$ cat config.mk
export PLATFORM = sky130hd
export DESIGN_NAME = das_mem_arbiter_flat
export DESIGN_NICKNAME = d
export VERILOG_FILES = /design/src/rtl/das_mem_arbiter_if.sv /design/src/rtl/das_mem_arbiter.sv /design/src/flat_wrapper.sv
export SDC_FILE = /design/constraint.sdc
export NUM_CORES = 1
export LEC_CHECK = 0
export CAP_MARGIN = 40
export CELL_PAD_IN_SITES_DETAIL_PLACEMENT = 0
export CELL_PAD_IN_SITES_GLOBAL_PLACEMENT = 1
export CORE_UTILIZATION = 36
export DETAILED_ROUTE_END_ITERATION = 8
export PLACE_DENSITY_LB_ADDON = 0.12
export SLEW_MARGIN = 20
export SYNTH_ARGS = -nofsm -noshare
export SYNTH_HDL_FRONTEND = slang
export SYNTH_SLANG_ARGS = --single-unit
$ cat constraint.sdc
create_clock -name clk -period 5.7 [get_ports clk]
set_input_delay 0.57 -clock clk [delete_from_list [all_inputs] [get_ports clk]]
set_output_delay 0.57 -clock clk [all_outputs]
set_load 0.05 [all_outputs]
$ cat src/rtl/das_mem_arbiter_if.sv
// Bundle of the writer, host-reader, memory and status signals around das_mem_arbiter.
// slave = arbiter side, master = requesters plus the memory that answers read accesses.
interface das_mem_arbiter_if #(
    parameter int DATA_W = 2,
    parameter int ADDR_W = 2
);
    // Handshake: a requester raises wr_req (with wr_data) or rd_req and holds it until
    // wr_gnt / rd_valid pulses for one cycle, then drops it on the edge ending that cycle.
    // A request still high in the next idle cycle is taken as a new access.
    logic              wr_req;
    logic [DATA_W-1:0] wr_data;
    logic              wr_gnt;
    logic              rd_req;
    logic [DATA_W-1:0] rd_data;
    logic              rd_valid;
    logic              mem_en;
    logic              mem_we;
    logic [ADDR_W-1:0] mem_addr;
    logic [DATA_W-1:0] mem_wdata;
    logic [DATA_W-1:0] mem_rdata;
    logic [ADDR_W:0]   count;
    logic              full;
    logic              empty;
    logic              overflow;
    logic              ovf_clr;
    logic [1:0]        fsm_state;

    modport slave (
        input  wr_req, wr_data, rd_req, mem_rdata, ovf_clr,
        output wr_gnt, rd_data, rd_valid, mem_en, mem_we, mem_addr, mem_wdata,
               count, full, empty, overflow, fsm_state
    );

    modport master (
        output wr_req, wr_data, rd_req, mem_rdata, ovf_clr,
        input  wr_gnt, rd_data, rd_valid, mem_en, mem_we, mem_addr, mem_wdata,
               count, full, empty, overflow, fsm_state
    );
endinterface

$ cat src/rtl/das_mem_arbiter.sv
// Round-robin arbiter that shares a single-port sample memory between the acquisition
// writer and the host reader, keeping the memory as a circular FIFO.
module das_mem_arbiter #(
    parameter int DATA_W = 2,
    parameter int ADDR_W = 2,
    parameter int DEPTH  = 4
) (
    input logic clk,
    input logic reset,
    das_mem_arbiter_if.slave bus
);
    typedef enum logic [1:0] {IDLE = 2'd0, WR = 2'd1, RD = 2'd2, RDW = 2'd3} state_t;

    state_t            state;
    logic [ADDR_W-1:0] wr_ptr;
    logic [ADDR_W-1:0] rd_ptr;
    logic [ADDR_W:0]   cnt;
    logic              ovf;
    logic              prio_wr;
    logic              wr_gnt_r;
    logic              rd_valid_r;
    logic              mem_en_r;
    logic              mem_we_r;
    logic [ADDR_W-1:0] mem_addr_r;
    logic [DATA_W-1:0] mem_wdata_r;

    logic full_w;
    logic empty_w;
    logic wr_ok;
    logic rd_ok;

    assign full_w  = (cnt == (ADDR_W+1)'(DEPTH));
    assign empty_w = (cnt == '0);
    assign wr_ok   = bus.wr_req & ~full_w;
    assign rd_ok   = bus.rd_req & ~empty_w;

    function automatic logic [ADDR_W-1:0] ptr_next(input logic [ADDR_W-1:0] p);
        return (p == ADDR_W'(DEPTH - 1)) ? '0 : p + 1'b1;
    endfunction

    // Access strobes are decided on the edge entering WR/RD so every memory-side
    // output comes straight from a flop; mem_wdata doubles as the write holding register.
    always_ff @(posedge clk) begin
        if (!reset) begin
            state       <= IDLE;
            wr_ptr      <= '0;
            rd_ptr      <= '0;
            cnt         <= '0;
            ovf         <= 1'b0;
            prio_wr     <= 1'b1;
            wr_gnt_r    <= 1'b0;
            rd_valid_r  <= 1'b0;
            mem_en_r    <= 1'b0;
            mem_we_r    <= 1'b0;
            mem_addr_r  <= '0;
            mem_wdata_r <= '0;
        end else begin
            wr_gnt_r   <= 1'b0;
            rd_valid_r <= 1'b0;
            mem_en_r   <= 1'b0;
            mem_we_r   <= 1'b0;

            if (state == IDLE && bus.wr_req && full_w) begin
                ovf <= 1'b1;
            end else if (bus.ovf_clr) begin
                ovf <= 1'b0;
            end

            case (state)
                IDLE: begin
                    if (wr_ok && (!rd_ok || prio_wr)) begin
                        state       <= WR;
                        mem_en_r    <= 1'b1;
                        mem_we_r    <= 1'b1;
                        mem_addr_r  <= wr_ptr;
                        mem_wdata_r <= bus.wr_data;
                        wr_gnt_r    <= 1'b1;
                    end else if (rd_ok) begin
                        state      <= RD;
                        mem_en_r   <= 1'b1;
                        mem_addr_r <= rd_ptr;
                    end
                end
                WR: begin
                    wr_ptr  <= ptr_next(wr_ptr);
                    cnt     <= cnt + 1'b1;
                    prio_wr <= 1'b0;
                    state   <= IDLE;
                end
                RD: begin
                    rd_ptr     <= ptr_next(rd_ptr);
                    cnt        <= cnt - 1'b1;
                    prio_wr    <= 1'b1;
                    rd_valid_r <= 1'b1;
                    state      <= RDW;
                end
                RDW: begin
                    state <= IDLE;
                end
                default: begin
                    state <= IDLE;
                end
            endcase
        end
    end

    assign bus.wr_gnt    = wr_gnt_r;
    assign bus.rd_valid  = rd_valid_r;
    // The memory answers one cycle after the RD access, which is exactly the RDW cycle.
    assign bus.rd_data   = rd_valid_r ? bus.mem_rdata : '0;
    assign bus.mem_en    = mem_en_r;
    assign bus.mem_we    = mem_we_r;
    assign bus.mem_addr  = mem_addr_r;
    assign bus.mem_wdata = mem_wdata_r;
    assign bus.count     = cnt;
    assign bus.full      = full_w;
    assign bus.empty     = empty_w;
    assign bus.overflow  = ovf;
    assign bus.fsm_state = state;
endmodule
$ cat src/flat_wrapper.sv
// flat-port wrapper written by rule: the top's interface ports become plain ports
module das_mem_arbiter_flat 
#(
    parameter int DATA_W = 2,
    parameter int ADDR_W = 2,
    parameter int DEPTH  = 4
)
  (clk, reset, bus_wr_req, bus_wr_data, bus_rd_req, bus_mem_rdata, bus_ovf_clr, bus_wr_gnt, bus_rd_data, bus_rd_valid, bus_mem_en, bus_mem_we, bus_mem_addr, bus_mem_wdata, bus_count, bus_full, bus_empty, bus_overflow, bus_fsm_state);
  das_mem_arbiter_if #(.DATA_W(DATA_W), .ADDR_W(ADDR_W)) bus_i ();
  input logic clk;
  input logic reset;
  input wire logic [$bits(bus_i.wr_req)-1:0] bus_wr_req;
  input wire logic [$bits(bus_i.wr_data)-1:0] bus_wr_data;
  input wire logic [$bits(bus_i.rd_req)-1:0] bus_rd_req;
  input wire logic [$bits(bus_i.mem_rdata)-1:0] bus_mem_rdata;
  input wire logic [$bits(bus_i.ovf_clr)-1:0] bus_ovf_clr;
  output wire logic [$bits(bus_i.wr_gnt)-1:0] bus_wr_gnt;
  output wire logic [$bits(bus_i.rd_data)-1:0] bus_rd_data;
  output wire logic [$bits(bus_i.rd_valid)-1:0] bus_rd_valid;
  output wire logic [$bits(bus_i.mem_en)-1:0] bus_mem_en;
  output wire logic [$bits(bus_i.mem_we)-1:0] bus_mem_we;
  output wire logic [$bits(bus_i.mem_addr)-1:0] bus_mem_addr;
  output wire logic [$bits(bus_i.mem_wdata)-1:0] bus_mem_wdata;
  output wire logic [$bits(bus_i.count)-1:0] bus_count;
  output wire logic [$bits(bus_i.full)-1:0] bus_full;
  output wire logic [$bits(bus_i.empty)-1:0] bus_empty;
  output wire logic [$bits(bus_i.overflow)-1:0] bus_overflow;
  output wire logic [$bits(bus_i.fsm_state)-1:0] bus_fsm_state;
  assign bus_i.wr_req = bus_wr_req;
  assign bus_i.wr_data = bus_wr_data;
  assign bus_i.rd_req = bus_rd_req;
  assign bus_i.mem_rdata = bus_mem_rdata;
  assign bus_i.ovf_clr = bus_ovf_clr;
  assign bus_wr_gnt = bus_i.wr_gnt;
  assign bus_rd_data = bus_i.rd_data;
  assign bus_rd_valid = bus_i.rd_valid;
  assign bus_mem_en = bus_i.mem_en;
  assign bus_mem_we = bus_i.mem_we;
  assign bus_mem_addr = bus_i.mem_addr;
  assign bus_mem_wdata = bus_i.mem_wdata;
  assign bus_count = bus_i.count;
  assign bus_full = bus_i.full;
  assign bus_empty = bus_i.empty;
  assign bus_overflow = bus_i.overflow;
  assign bus_fsm_state = bus_i.fsm_state;
  das_mem_arbiter #(.DATA_W(DATA_W), .ADDR_W(ADDR_W), .DEPTH(DEPTH)) u_core (.clk(clk), .reset(reset), .bus(bus_i));
endmodule
---- After elaboration in Yosys (flattened, before gate mapping) ----
Cells that the tools add are included.
storage, ports and cells
  output and inout bits ................... 18
  bits of input ports ..................... 9
  bits in registers ....................... 18
  word-level logic and storage cells ...... 56
cells by class
  $add $sub $neg .......................... 4
  reduce and logical (&&, ||, !) cells .... 14
  multiplexer cells ....................... 16
  eq/ne operators ......................... 7
  bitwise gates (word level) .............. 4
operator list
  operator             count
  $mux 2               7
  $eq 2x2->1 const B   4
  $mux 1               6
  $pmux 2 s3           1
  $pmux 3 s2           1
  $reduce_and 2->1     3
  $reduce_bool 2->1    3
  $add 2x1->2 const B  2
  $add 3x1->3 const B  1
  $eq 3x3->1 const B   1
  $logic_and 1x1->1    3
  $logic_not 3->1      1
  $ne 3x2->1 const B   1
  $sub 3x1->3 const B  1
  $and 1x1->1          2
  $eq 2x1->1 const B   1
  $logic_not 2->1      1
  $not 1->1            2
  $pmux 1 s2           1
  $reduce_or 2->1      1
  $logic_not 1->1      1
  $logic_or 1x1->1     1

---- Longest topological paths before layout ----
Gate-level depths: netlist (run 1).
  word-level depth ........................ 8
  mapped depth ............................ 9
  gate-level depth less buffers ........... 8

---- Worst setup path before layout (run 1) ----
Ideal clock, no wire load.
  path kind ............................... reg-to-reg
  start ................................... register u_core.state[1], in the netlist u_core.bus.fsm_state[1]
  end ..................................... register u_core.cnt[2], in the netlist u_core.bus.count[2]
  path buffers ............................ 1
  library setup time ...................... 115 ps
  required time ........................... 5585 ps
  slack ................................... 3505 ps
  arrival ................................. 2080 ps
  period minus slack after synthesis ...... 2195 ps
  stages on the path, launching flop included .. 9
  path through ............................ dfxtp_1 -> ha_1 -> clkbuf_1 -> inv_1 -> fa_1 -> xnor2_1 -> nand2_1 -> xnor2_1 -> and2_1
on the way
  longest elaborated chain between the ends .. 2
  elaborated cells on any way between the ends .. 4
  those cells by class .................... 2 x eq/ne; 1 x mux; 1 x reduce/logical
RTL lines
  what                                             RTL line               text
  from (decl)                                      das_mem_arbiter.sv:14  state_t state;
  from (signal assigned)                           das_mem_arbiter.sv:45  state <= IDLE;
  from (signal assigned)                           das_mem_arbiter.sv:72  state <= WR;
  from (signal assigned)                           das_mem_arbiter.sv:79  state <= RD;
  $eq 2x2->1 or $eq 2x1->1 (tied branches)         das_mem_arbiter.sv:69  case (state)
  $pmux 3 s2 or $reduce_bool 2->1 (tied branches)  n/a
  to (signal assigned)                             das_mem_arbiter.sv:86  cnt <= cnt + 1'b1;
  to (signal assigned)                             das_mem_arbiter.sv:92  cnt <= cnt - 1'b1;
  to (decl)                                        das_mem_arbiter.sv:17  logic [ADDR_W:0] cnt;
Several ways; a longest one is shown, not always the timed one.
A chain may end at the register's enable or synchronous reset.

---- Worst setup path after layout (run 1) ----
  start ................................... input bus_mem_rdata[0]
  end ..................................... output bus_rd_data[0]
on the way
  longest elaborated chain between the ends .. 1
RTL lines
  what         RTL line                text
  from (decl)  flat_wrapper.sv:15      input wire logic [$bits(bus_i.mem_rdata)-1:0] bus_mem_rdata;
  $mux 2       das_mem_arbiter.sv:110  assign bus.rd_data = rd_valid_r ? bus.mem_rdata : '0;
  to (decl)    flat_wrapper.sv:18      output wire logic [$bits(bus_i.rd_data)-1:0] bus_rd_data;
No other way between the ends.

==> results.toml, run 1 <==
[critical_path]
worst-path-max-fanout = 1
path_cells = "clkdlybuf4s50_1, and2_1, clkdlybuf4s50_1"
cpMaxStageDelayCell = "clkdlybuf4s50_1"
cp-end-kind = "output port"
regToRegStartpoint = "u_core.bus.fsm_state[0]"
startpoint = "bus_mem_rdata[0]"
cp_common_cell = "clkdlybuf4s50_1"
required_ns = 5.13
worst_r2r_path_depth = 8
worstPathArrival_ns = 1.93
max_stage_delay_ns = 0.79
critPathLaunchType = "input port"
worstSetupPathType = "input port to output port"

[clocking]
holdBufCountCts = 0
post_cts_resized = 0
cts_max_path_buffers = 2
cts_inserted_buffers = 3
cts_tree = "yes"
cts-root-buf = "clkbuf_4"
clkTransAtPathRegs_ns = 0.11
cts_setup_buffers = 0
clk_latency_ns = 0.29
numClockSinks = 18
h-tree-depth = 1

[synthesis]
ys_types = 27
synth_top_area_share_pct = 40.0
syn_area_um2 = 901
synth_area_per_cell_um2 = 9.48
yosys_register_bits = 18
synth_seq_area_share_pct = 40.0
netlist_instances = 95
yosys_warnings = 0
synth_area_leaders = "dfxtp_1 40%, mux2i_1 8.9%, ha_1 8.3%"
mappedNetlistNets = 111
yosysTopAreaCell = "dfxtp_1"

[sta]
slew_headroom_pct = 58.3
period_share_pct = 43.8
grt_setup_unrepaired = "false"
timing.fmax_mhz = 400
hold_violations = 0
finalClockSkew_ns = 0.00814
finalSetupTns_ns = 0
worst_pin_slew_ns = 0.624
drv_slew = 0
setup_viol = 0
fin_hold_ws_ns = 0.478
period_minus_slack_ns = 2.50

[run_status]
status = "finished, final reports clean"

[final_layout]
final_nets = 138
regArea_um2 = 360
diodes = 0
drive_gt1_share_pct = 5.79
design_area_um2 = 1210
finish.utilization_pct = 53.3
fillers = 211
multi_input_area_um2 = 492
syn_to_final_growth_pct = 34.7
most-common-layout-cells = "26 x clkdlybuf4s50_1, 18 x dfxtp_1, 9 x nand2_1, 8 x inv_1, 8 x mux2i_1"
final_common_cell = "clkdlybuf4s50_1"

[place]
dp_hpwl_um = 1270
place.port_buffers = 26
placedInstanceArea_um2 = 1180
gp_congestion = 0.664

[hold_path]
hold_depth = 2
min_from = "u_core.bus.mem_wdata[0]"
hold_path.class = "flip-flop to flip-flop"

[global_routing]
overflow = 0
grt_pass1_vias = 604
grt_pass1_wl_um = 2660
grt_max_degree = 22
antenna_found_initial = 0
grt.total_usage_pct = 14.0

[die]
die_w_um = 52.0
die_area_um2 = 2710
core_um2 = 2280
ios = 27
start_util_pct = 39.6
num_rows = 17
die_h_um = 52.0

[route]
first_iter_violations = 14
wirelength_um = 1660
highest_layer = "met4"
first_pass_iters = 4
num_vias = 704
wl_met2_um = 783
routedWlPerCell_um = 11.1
detail-route-antenna-nets = 0
wl_met1_um = 787
via_per_inst = 4.72
route.detailed.drc = 0
dr_wl_met3_um = 73

[pwr]
p_leak_nw = 0.499
ir_drop_mv = 0.257
power_density_nw_per_um2 = 550

[job]
drv_cap = 0
## cell families (layout without fill, tap and decap cells)
kind of cell / Yosys count / after routing / synth area share [%]
flops: 18 / 18 / 40.0
fa+ha+maj: 7 / 7 / 10.6
compound gates: 17 / 17 / 13.9
mux: 8 / 8 / 8.89
buf+inv: 12 / 38 / 5.42
simple gates: 30 / 30 / 18.3
xor+xnor: 3 / 3 / 2.92
## area by class of cell
type | count | share of cell area, %
Tap cell | 28 | 2.89
Sequential cell | 18 | 29.7
Inverter | 8 | 2.47
Multi-Input combinational cell | 65 | 40.5
Clock buffer | 4 | 2.99
Timing Repair Buffer | 26 | 21.4
## power breakdown
part,internal (W),switching (W),total (W)
Sequential,0.000164,0.0000304,0.000195
Clock,0.0000389,0.0000396,0.0000785
Combinational,0.000150,0.000245,0.000395
Total,0.000353,0.000315,0.000668
## final timing paths
check / end / slack (ns)
worst min register to register: u_core.bus.mem_wdata[0] / 0.48
worst min-delay path: u_core.bus.mem_wdata[0] / 0.48
worst max-delay path: bus_rd_data[0] / 3.20
worst max register to register: u_core.bus.count[2] / 3.77
## state kept, by name, indices dropped and copies added, names as in the netlist, 2 cells and up
signal / count
u_core.bus.fsm_state: 2
u_core.rd_ptr: 2
u_core.wr_ptr: 2
u_core.bus.count: 3
u_core.bus.mem_addr: 2
u_core.bus.mem_wdata: 2
## Yosys cell counts
cell      number
buf_4          1
o211ai_1       1
o21ai_0        4
o21a_1         1
nor3b_1        2
o211a_1        1
a21oi_1        6
nor3_1         1
ha_1           6
nor2b_1        5
a311oi_4       1
and2_1         6
a31oi_1        1
fa_1           1
clkbuf_1       3
nand2_1        9
a31o_1         1
nor2_1         4
dfxtp_1       18
xnor2_1        2
xor2_1         1
nor3b_2        1
a32oi_1        1
or2_4          1
and3_1         1
mux2i_1        8
inv_1          8
## routing by layer
metal,vias to the layer above,GRT usage [%]
met2,16,23.3
li1,372,-
met5,-,0
met3,2,5.26
met4,0,5.41
met1,314,15.9
## critical path: cells and delay by family
family / cells / cell delay [ns]
and+or+nand+nor: 1 / 0.12
buffers and inverters: 2 / 1.23
## through the flow
step           setup WS (ns)  total power (W)  cells
2_1_floorplan           3.51         0.000486     95
3_3_place_gp            3.21         0.000592    145
3_5_place_dp            3.19         0.000595    145
4_1_cts                 3.19         0.000675    149
5_1_grt                 3.11         0.000711    149
6_report                3.20         0.000668    149
Note: power is estimated with default switching activity, not from simulation.
==> run 2, diff against run 1 <==
--- a/config.mk
+++ b/config.mk
@@ -8,7 +8,7 @@
 export CAP_MARGIN = 40
 export CELL_PAD_IN_SITES_DETAIL_PLACEMENT = 0
 export CELL_PAD_IN_SITES_GLOBAL_PLACEMENT = 1
-export CORE_UTILIZATION = 36
+export CORE_UTILIZATION = 34
 export DETAILED_ROUTE_END_ITERATION = 8
 export PLACE_DENSITY_LB_ADDON = 0.12
 export SLEW_MARGIN = 20
==> constraint.sdc (replaced) <==
create_clock -name clk -period 2.5 [get_ports clk]
set_input_delay 0.25 -clock clk [delete_from_list [all_inputs] [get_ports clk]]
set_output_delay 0.25 -clock clk [all_outputs]
set_load 0.05 [all_outputs]
==> results.toml, run 2 (same netlist as run 1, synthesis figures left out) <==
[clocking]
cts_setup_buffers = 0
clkTransAtPathRegs_ns = 0.11
h-tree-depth = 1
numClockSinks = 18
post_cts_resized = 0
cts_tree = "yes"
cts_inserted_buffers = 3
holdBufCountCts = 0
cts_max_path_buffers = 2
clk_latency_ns = 0.30
cts-root-buf = "clkbuf_4"

[sta]
hold_violations = 0
period_share_pct = 89.5
finalSetupTns_ns = 0
drv_slew = 0
fin_ws_ns = 0.262
worst_pin_slew_ns = 0.642
timing.fmax_mhz = 447
period_minus_slack_ns = 2.24
finalClockSkew_ns = 0.0145
slew_headroom_pct = 57.1
grt_setup_unrepaired = "false"
setup_viol = 0

[critical_path]
critPathLaunchType = "flip-flop"
cp-end-kind = "output port"
required_ns = 2.25
worstPathArrival_ns = 1.99
worstSetupPathType = "flip-flop to output port"
worst-path-max-fanout = 5

[final_layout]
largest_reg_flops = 3
diodes = 0
most-common-layout-cells = "26 x clkdlybuf4s50_1, 18 x dfxtp_1, 9 x nand2_1, 8 x inv_1, 8 x mux2i_1"
final_nets = 138
syn_to_final_growth_pct = 35.0
finish.utilization_pct = 48.6
final_common_cell = "clkdlybuf4s50_1"
design_area_um2 = 1220
drive_gt1_share_pct = 5.79

[place]
dp_slack_ns = 0.561
placedInstanceArea_um2 = 1180
place.port_buffers = 26
dp_hpwl_um = 1340
gp_congestion = 0.673

[route]
route.detailed.drc = 0
via_per_inst = 4.71
routedWlPerCell_um = 11.5
detail-route-antenna-nets = 0
num_vias = 711
first_pass_iters = 4
wirelength_um = 1730
first_iter_violations = 13

[die]
num_rows = 18
start_util_pct = 36.0
die_h_um = 53.5
die_w_um = 53.5
die_area_um2 = 2860
ios = 27
core_um2 = 2500

[global_routing]
overflow = 0
antenna_found_initial = 0
grt_pass1_vias = 637
grt_pass1_wl_um = 2870
grt.total_usage_pct = 14.5
grt_max_degree = 22

[run_status]
status = "finished, final reports clean"

[pwr]
ir_drop_mv = 0.627
p_leak_nw = 0.499
power_density_nw_per_um2 = 1260

[hold_path]
hold_path.class = "flip-flop to flip-flop"

[job]
drv_cap = 0
run 2: cell counts in the layout (fill, tap and decap cells not counted):
No cell type changed its count.
run 2: worst max-delay path, cell delays in order (launching register included):
cell and delay, ns:
dfxtp_1 0.45, nor3b_2 0.37, clkdlybuf4s50_1 0.87
run 2: stage by stage:
| stage | hold slack, ns | cells | power, W |
|---|---|---|---|
| 6_report | 0.473 | 151 | 0.00153 |
| 5_1_grt | 0.501 | 151 | 0.00164 |
| 4_1_cts | 0.480 | 151 | 0.00155 |
| 3_5_place_dp | 0.463 | 147 | 0.00137 |
| 3_3_place_gp | 0.450 | 147 | 0.00136 |
| 2_1_floorplan | 0.389 | 95 | 0.00111 |
run 2: cell type report:
cell class              instances  area [um2]
flip-flops and latches         18         360
multi-input cells              65         492
inverters                       8        30.0
well taps                      30        37.5
repair buffers                 26         260
fillers                       250        1280
clock buffers                   4        36.3
run 2: final timing paths:
check             depth (start not counted)                       to               startpoint  slack [ns]
setup / recovery                          2                 bus_full      u_core.bus.count[2]        0.26
hold / removal                            2  u_core.bus.mem_wdata[0]  u_core.bus.mem_wdata[0]        0.47
setup reg to reg                          8      u_core.bus.count[2]  u_core.bus.fsm_state[0]        0.54
hold reg to reg                           2  u_core.bus.mem_wdata[0]  u_core.bus.mem_wdata[0]        0.47
run 2: where the power goes:
part	switching, W	internal (W)	total, W	leakage, nW
registers	0.0000709	0.000374	0.000445	0.148
logic	0.000566	0.000342	0.000908	0.331
clock network	0.0000921	0.0000887	0.000181	0.0210
run 2: per-layer routing:
metal	vias to the layer above	share of wire (%)	track usage (%)
li1	370	-	-
met1	319	47	18.5
met2	20	46	23.1
met3	2	5.1	5.46
met4	0	0.87	2.63
met5	-	0	0
==> run 3, diff against run 2 <==
--- a/config.mk
+++ b/config.mk
@@ -5,13 +5,12 @@
 export SDC_FILE = /design/constraint.sdc
 export NUM_CORES = 1
 export LEC_CHECK = 0
-export CAP_MARGIN = 40
+export CAP_MARGIN = 20
 export CELL_PAD_IN_SITES_DETAIL_PLACEMENT = 0
 export CELL_PAD_IN_SITES_GLOBAL_PLACEMENT = 1
 export CORE_UTILIZATION = 34
 export DETAILED_ROUTE_END_ITERATION = 8
 export PLACE_DENSITY_LB_ADDON = 0.12
-export SLEW_MARGIN = 20
 export SYNTH_ARGS = -nofsm -noshare
 export SYNTH_HDL_FRONTEND = slang
 export SYNTH_SLANG_ARGS = --single-unit
==> results of run 3 <==
Final layout, timing and power as in run 2 (identical DEF).
